==> config.mk <==
export PLATFORM = sky130hd
export DESIGN_NAME = cb_dina_wb_flat
export DESIGN_NICKNAME = d
export VERILOG_FILES = /design/src/rtl/cb_dina_wb_if.sv /design/src/rtl/cb_dina_wb.sv /design/src/flat_wrapper.sv
export SDC_FILE = /design/constraint.sdc
export NUM_CORES = 1
export LEC_CHECK = 0
export BUFFER_PORTS_ARGS = -buffer_cell sky130_fd_sc_hd__buf_2
export CAP_MARGIN = 20
export CELL_PAD_IN_SITES_DETAIL_PLACEMENT = 1
export CELL_PAD_IN_SITES_GLOBAL_PLACEMENT = 2
export CORE_MARGIN = 2
export CORE_UTILIZATION = 31
export DETAILED_ROUTE_END_ITERATION = 10
export PLACE_DENSITY_LB_ADDON = 0.1
export SETUP_SLACK_MARGIN = 0.1
export SLEW_MARGIN = 20
export SYNTH_ARGS = -nofsm -noshare
export SYNTH_HDL_FRONTEND = slang
export SYNTH_SLANG_ARGS = --single-unit
export TNS_END_PERCENT = 30
==> constraint.sdc <==
create_clock -name clk -period 5.1 [get_ports clk]
set_clock_uncertainty 0.1 [all_clocks]
set_input_delay 1.02 -clock clk [delete_from_list [all_inputs] [get_ports clk]]
set_output_delay 1.02 -clock clk [all_outputs]
set_load 0.1 [all_outputs]
==> src/rtl/cb_dina_wb_if.sv <==
// Write-back stream bundle: TB read-data input handshake plus the CB write port.
// Handshake: a word transfers on a rising clk edge where in_valid && in_ready are both high.
interface cb_dina_wb_if #(
  parameter int L      = 4,
  parameter int RSA_DW = 32,
  parameter int CB_AW  = 10
);
  logic                  in_valid;
  logic                  in_ready;
  logic [L*RSA_DW-1:0]   TB_douta;
  logic [L*RSA_DW-1:0]   CB_dina;
  logic [L-1:0]          CB_wea;
  logic                  CB_ena;
  logic [CB_AW-1:0]      CB_addra;

  modport master (
    output in_valid, TB_douta,
    input  in_ready, CB_dina, CB_wea, CB_ena, CB_addra
  );

  modport slave (
    input  in_valid, TB_douta,
    output in_ready, CB_dina, CB_wea, CB_ena, CB_addra
  );
endinterface

==> src/rtl/cb_dina_wb.sv <==
// Bursts TB read words into CB memory, reordering lanes by the latched select.
// Every output is a register; a word accepted on edge N is written to CB on edge N+1.
module cb_dina_wb #(
  parameter int X              = 4,
  parameter int L              = 4,
  parameter int RSA_DW         = 32,
  parameter int CB_AW          = 10,
  parameter int SEQ_CNT_DW     = 10,
  parameter int CB_DINA_SEL_DW = 5
) (
  input  logic                      clk,
  input  logic                      sys_rst_n,
  input  logic                      start,
  input  logic [CB_AW-1:0]          base_addr,
  input  logic [SEQ_CNT_DW-1:0]     len,
  input  logic [CB_DINA_SEL_DW-1:0] CB_dina_sel,
  input  logic                      l_k_0,
  cb_dina_wb_if.slave               bus,
  output logic [SEQ_CNT_DW-1:0]     seq_cnt_out,
  output logic                      busy,
  output logic                      done,
  output logic [1:0]                o_dbg_state
);

  typedef enum logic [1:0] {S_IDLE = 2'd0, S_RUN = 2'd1, S_FLUSH = 2'd2} state_t;

  localparam logic [SEQ_CNT_DW-1:0] ONE_CNT = 1;

  state_t                      r_state;
  state_t                      w_next;
  logic [CB_AW-1:0]            r_base;
  logic [SEQ_CNT_DW-1:0]       r_len;
  logic [CB_DINA_SEL_DW-1:0]   r_sel;
  logic                        r_lk0;
  logic [SEQ_CNT_DW-1:0]       r_seq_cnt;
  logic                        r_in_ready;
  logic                        r_busy;
  logic                        r_done;
  logic                        r_ena;
  logic [L-1:0]                r_wea;
  logic [L*RSA_DW-1:0]         r_dina;
  logic [CB_AW-1:0]            r_addra;

  logic                        w_accept;
  logic                        w_last;
  logic [L*RSA_DW-1:0]         w_dina;
  logic [L-1:0]                w_wea;
  logic [CB_AW-1:0]            w_addr;

  assign w_accept = (r_state == S_RUN) && bus.in_valid;
  assign w_last   = w_accept && (r_seq_cnt == r_len - ONE_CNT);
  assign w_addr   = r_base + CB_AW'(r_seq_cnt);

  // State register
  always_ff @(posedge clk or negedge sys_rst_n) begin
    if (!sys_rst_n) r_state <= S_IDLE;
    else            r_state <= w_next;
  end

  // Next-state logic; start is only honoured in IDLE
  always_comb begin
    w_next = r_state;
    case (r_state)
      S_IDLE:  if (start) w_next = (len == '0) ? S_FLUSH : S_RUN;
      S_RUN:   if (w_last) w_next = S_FLUSH;
      S_FLUSH: w_next = S_IDLE;
      default: w_next = S_IDLE;
    endcase
  end

  // Write-data formatting for the beat being accepted this cycle
  always_comb begin
    w_dina = '0;
    w_wea  = '0;
    if (r_sel[4:2] == 3'b100) begin
      case (r_sel[1:0])
        2'b01: begin
          w_dina = bus.TB_douta;
          w_wea  = '1;
        end
        2'b10: begin
          for (int i = 0; i < L; i++) begin
            if (i < X) w_dina[i*RSA_DW +: RSA_DW] = bus.TB_douta[(X-1-i)*RSA_DW +: RSA_DW];
            else       w_dina[i*RSA_DW +: RSA_DW] = bus.TB_douta[i*RSA_DW +: RSA_DW];
          end
          w_wea = '1;
        end
        2'b11: begin
          w_dina[0 +: 2*RSA_DW] = r_lk0 ? bus.TB_douta[0 +: 2*RSA_DW]
                                        : bus.TB_douta[2*RSA_DW +: 2*RSA_DW];
          w_wea[1:0] = 2'b11;
        end
        default: ;
      endcase
    end
  end

  // Output and configuration registers; status flags decode the upcoming state
  always_ff @(posedge clk or negedge sys_rst_n) begin
    if (!sys_rst_n) begin
      r_base     <= '0;
      r_len      <= '0;
      r_sel      <= '0;
      r_lk0      <= 1'b0;
      r_seq_cnt  <= '0;
      r_in_ready <= 1'b0;
      r_busy     <= 1'b0;
      r_done     <= 1'b0;
      r_ena      <= 1'b0;
      r_wea      <= '0;
      r_dina     <= '0;
      r_addra    <= '0;
    end else begin
      r_in_ready <= (w_next == S_RUN);
      r_busy     <= (w_next != S_IDLE);
      r_done     <= (w_next == S_FLUSH);
      r_ena      <= w_accept;
      if (r_state == S_IDLE && start) begin
        r_base    <= base_addr;
        r_len     <= len;
        r_sel     <= CB_dina_sel;
        r_lk0     <= l_k_0;
        r_seq_cnt <= '0;
      end
      if (w_accept) begin
        r_addra   <= w_addr;
        r_dina    <= w_dina;
        r_wea     <= w_wea;
        r_seq_cnt <= r_seq_cnt + ONE_CNT;
      end else begin
        r_wea     <= '0;
      end
    end
  end

  assign bus.in_ready = r_in_ready;
  assign bus.CB_dina  = r_dina;
  assign bus.CB_wea   = r_wea;
  assign bus.CB_ena   = r_ena;
  assign bus.CB_addra = r_addra;
  assign seq_cnt_out  = r_seq_cnt;
  assign busy         = r_busy;
  assign done         = r_done;
  assign o_dbg_state  = r_state;

endmodule

==> src/flat_wrapper.sv <==
// flat-port wrapper written by rule: the top's interface ports become plain ports
module cb_dina_wb_flat 
#(
  parameter int X              = 4,
  parameter int L              = 4,
  parameter int RSA_DW         = 32,
  parameter int CB_AW          = 10,
  parameter int SEQ_CNT_DW     = 10,
  parameter int CB_DINA_SEL_DW = 5
)
  (clk, sys_rst_n, start, base_addr, len, CB_dina_sel, l_k_0, seq_cnt_out, busy, done, o_dbg_state, bus_in_valid, bus_TB_douta, bus_in_ready, bus_CB_dina, bus_CB_wea, bus_CB_ena, bus_CB_addra);
  cb_dina_wb_if #(.L(L), .RSA_DW(RSA_DW), .CB_AW(CB_AW)) bus_i ();
  input  logic clk;
  input  logic sys_rst_n;
  input  logic start;
  input  logic [CB_AW-1:0] base_addr;
  input  logic [SEQ_CNT_DW-1:0] len;
  input  logic [CB_DINA_SEL_DW-1:0] CB_dina_sel;
  input  logic l_k_0;
  output logic [SEQ_CNT_DW-1:0] seq_cnt_out;
  output logic busy;
  output logic done;
  output logic [1:0] o_dbg_state;
  input wire logic [$bits(bus_i.in_valid)-1:0] bus_in_valid;
  input wire logic [$bits(bus_i.TB_douta)-1:0] bus_TB_douta;
  output wire logic [$bits(bus_i.in_ready)-1:0] bus_in_ready;
  output wire logic [$bits(bus_i.CB_dina)-1:0] bus_CB_dina;
  output wire logic [$bits(bus_i.CB_wea)-1:0] bus_CB_wea;
  output wire logic [$bits(bus_i.CB_ena)-1:0] bus_CB_ena;
  output wire logic [$bits(bus_i.CB_addra)-1:0] bus_CB_addra;
  assign bus_i.in_valid = bus_in_valid;
  assign bus_i.TB_douta = bus_TB_douta;
  assign bus_in_ready = bus_i.in_ready;
  assign bus_CB_dina = bus_i.CB_dina;
  assign bus_CB_wea = bus_i.CB_wea;
  assign bus_CB_ena = bus_i.CB_ena;
  assign bus_CB_addra = bus_i.CB_addra;
  cb_dina_wb #(.X(X), .L(L), .RSA_DW(RSA_DW), .CB_AW(CB_AW), .SEQ_CNT_DW(SEQ_CNT_DW), .CB_DINA_SEL_DW(CB_DINA_SEL_DW)) u_core (.clk(clk), .sys_rst_n(sys_rst_n), .start(start), .base_addr(base_addr), .len(len), .CB_dina_sel(CB_dina_sel), .l_k_0(l_k_0), .bus(bus_i), .seq_cnt_out(seq_cnt_out), .busy(busy), .done(done), .o_dbg_state(o_dbg_state));
endmodule
==> impl_metrics.env <==
export IMPL_fin_tns_setup_ns=0
export IMPL_cts_htree_levels=4
export IMPL_n_fill_cell=3203
export IMPL_crit_family="buffers and inverters"
export IMPL_cts_tree="done"
export IMPL_status="finished, final reports clean"
export IMPL_drive_above_1_share_pct=31.4
export IMPL_ant_nets=0
export IMPL_syn_nets=1069
export IMPL_yosys_area_share_adder_pct=2.43
export IMPL_path_class="in2reg"
export IMPL_cts_sinks=182
export IMPL_routabilityCongestion=0.825
export IMPL_total_power_mw=7.51
export IMPL_critPathCaptureType="register"
export IMPL_syn_to_final_growth_pct=28.2
export IMPL_min_period_ns=2.80
export IMPL_vias=8161
export IMPL_synth_top_area_share_pct=53.2
export IMPL_die_w_um=170
export IMPL_ys_warn_count=0
export IMPL_worst_ep_arrival_time_ns=2.97
export IMPL_grt_first_pass_wirelength_mm=47.6
export IMPL_synth_cell_area_um2=8550
export IMPL_cts_buffers=17
export IMPL_synth_edff_count=0
export IMPL_worstMarginPinSlew_ns=0.976
export IMPL_ys_flop_type="dfrtp_1"
export IMPL_power_density_nw_per_um2=684
export IMPL_cellLeakagePower_nw=5.48
export IMPL_drtIter0Drc=833
export IMPL_fin_nets=1338
export IMPL_clock_fmax_mhz=357
export IMPL_worstPathMaxFanout=65
export IMPL_pin_count=316
export IMPL_ff_latch_area_um2=4550
export IMPL_dr_pass1_iters=8
export IMPL_hold_buffers=0
export IMPL_yosysUniqueCellTypes=48
export IMPL_period_share_pct=55.0
export IMPL_clkLatencyLatePin_ns=0.43
export IMPL_synthCells=895
export IMPL_synth_simple_area_share_pct=13.2
export IMPL_coreArea_um2=27000
export IMPL_worstSetupStartpointType="primary input"
export IMPL_via_per_inst=5.37
export IMPL_synth_compound_area_share_pct=25.0
export IMPL_cp_num_buf_inv=3
export IMPL_worstPathCellList="buf_2 -> nand2_1 -> or2_4 -> inv_6 -> nand4b_1 -> buf_4 -> o21ai_0"
export IMPL_drv_slew=0
export IMPL_vdd_drop_max_mv=0.216
export IMPL_synth_seq_cells=182
export IMPL_synth_area_mux_share_pct=0.249
export IMPL_clkTransAtPathRegs_ns=0.07
export IMPL_hold_viol=0
export IMPL_die_area_um2=28900
export IMPL_max_slew_margin_rel_pct=35.0
export IMPL_fin_util_pct=40.6
export IMPL_cts_resized=0
export IMPL_critPathRequiredTime_ns=5.27
export IMPL_clk_path_buf_depth=2
export IMPL_post_dp_hpwl_mm=21.6
export IMPL_rsz0062_at_grt="no"
export IMPL_maxCapViolations=0
export IMPL_grt_max_degree=97
export IMPL_synth_avg_cell_area_um2=9.56
export IMPL_ys_seq_area_share_pct=53.2
export IMPL_die_h_um=170
export IMPL_synth_top_cells_by_area="dfrtp_1 53%, nand2_1 9.5%, o21ai_0 9.1%, a222oi_1 7.5%, a22oi_1 5.6%"
export IMPL_hold_path_class="reg2reg"
export IMPL_slowest_stage="or2_4"
export IMPL_multi_input_area_um2=3680
export IMPL_floorplan_rows=60
export IMPL_portBuffers=315
export IMPL_wire_per_inst_um=20.7
export IMPL_drt_total_wl_mm=31.5
export IMPL_layout_common_cells="314 x buf_2, 217 x nand2_1, 182 x dfrtp_1"
export IMPL_setup_violations=0
export IMPL_drcViolationCount=0
export IMPL_cpPeakStageDelay_ns=0.62
export IMPL_holdWs_ns=0.375
export IMPL_grt_pass1_vias=8148
export IMPL_synth_xor_area_share_pct=1.84
export IMPL_postCtsSetupBuffers=0
export IMPL_synth_top_family_by_area="compound AO/OA/AOI/OAI gates"
export IMPL_final_common_cell="buf_2"
export IMPL_globalRoute_totalOverflow=0
export IMPL_synth_top_cell_by_area="dfrtp_1"
export IMPL_grt_usage_pct=21.3
export IMPL_start_util_pct=31.6
export IMPL_async_flop_share_pct=100
export IMPL_antenna_found_initial=6
export IMPL_cts_root_buf="clkbuf_16"
==> area by class of cell <==
class / count / area share, %
diodes: 3 / 0.0685
multi-input cells: 624 / 33.5
inverters: 14 / 0.525
well taps: 341 / 3.89
repair buffers: 325 / 15.4
clock inverters: 12 / 0.856
flip-flops and latches: 182 / 41.5
clock buffers: 20 / 4.16
==> Yosys cell counts (all sizes together), types with 2 or more instances <==
| master | count |
|---|---|
| buf | 4 |
| ha | 15 |
| a222oi | 64 |
| inv | 14 |
| nand4 | 6 |
| xor2 | 8 |
| nor4 | 4 |
| o31ai | 6 |
| a21o | 3 |
| nor3 | 8 |
| nor2b | 2 |
| dfrtp | 182 |
| or2 | 2 |
| o21ai | 157 |
| o21bai | 2 |
| clkbuf | 71 |
| o21a | 3 |
| nand3 | 5 |
| and3 | 4 |
| or3 | 3 |
| o211ai | 2 |
| a21oi | 6 |
| xnor2 | 10 |
| nor2 | 16 |
| a22oi | 64 |
| nand2 | 217 |
| and2 | 2 |
==> report_power, final <==
group / leakage [nW] / internal [mW] / switching (mW)
registers: 2.45 / 1.79 / 0.272
logic: 2.77 / 0.923 / 3.25
clock network: 0.264 / 0.658 / 0.612
==> through the flow <==
stage / instance area [µm²] / cells / setup WS (ns)
2_1_floorplan: 8550 / 895 / 2.27
3_3_place_gp: 10400 / 1485 / 1.87
3_5_place_dp: 10400 / 1485 / 1.82
4_1_cts: 10900 / 1517 / 2.26
5_1_grt: 11000 / 1520 / 2.04
6_report: 11000 / 1521 / 2.30
==> flip-flops by register name (all words and copies together) (netlist names), 2 cells and up <==
name	count
u_core.r_len	10
u_core.seq_cnt_out	10
u_core.bus.CB_wea	2
u_core.o_dbg_state	2
u_core.r_base	10
u_core.bus.CB_addra	10
u_core.bus.CB_dina	128
u_core.r_sel	5
==> metal layers <==
metal	GRT usage (%)	routed length, µm
met1	27.6	13600
met2	35.8	15300
met3	4.56	1920
met4	6.06	552
met5	0	23
==> kinds of logic (layout without fill, tap and decap cells) <==
group / after synthesis / in the layout
AOI/OAI and AO/OA: 316 / 316
xor gates and xnor gates: 18 / 18
adders and majority gates: 16 / 16
buffers and inverters: 89 / 371
DFF: 182 / 182
muxes: 2 / 2
other: 0 / 3
and+or+nand+nor: 272 / 272
==> worst min-delay path, cell delays in order, from the launching register on <==
cell and delay [ns]:
dfrtp_1 0.34, nand2_1 0.05, o21ai_0 0.06
==> final timing paths <==
kind	end	slack, ns	startpoint	cells after the start
worst max-delay path	u_core.bus.CB_dina[15]$_DFFE_PN0P_	2.30	bus_in_valid	7
worst min-delay path	u_core.bus.CB_dina[124]$_DFFE_PN0P_	0.37	u_core.bus.CB_dina[124]$_DFFE_PN0P_	2
worst max register to register	u_core.bus.CB_dina[15]$_DFFE_PN0P_	2.53	u_core.o_dbg_state[0]$_DFF_PN0_	6
worst min register to register	u_core.bus.CB_dina[124]$_DFFE_PN0P_	0.37	u_core.bus.CB_dina[124]$_DFFE_PN0P_	2
max in group asynchronous	u_core.bus.CB_dina[96]$_DFFE_PN0P_	3.32	sys_rst_n	2
min in group asynchronous	u_core.bus.CB_dina[50]$_DFFE_PN0P_	0.54	sys_rst_n	1
(Power assumes the default switching activity.)
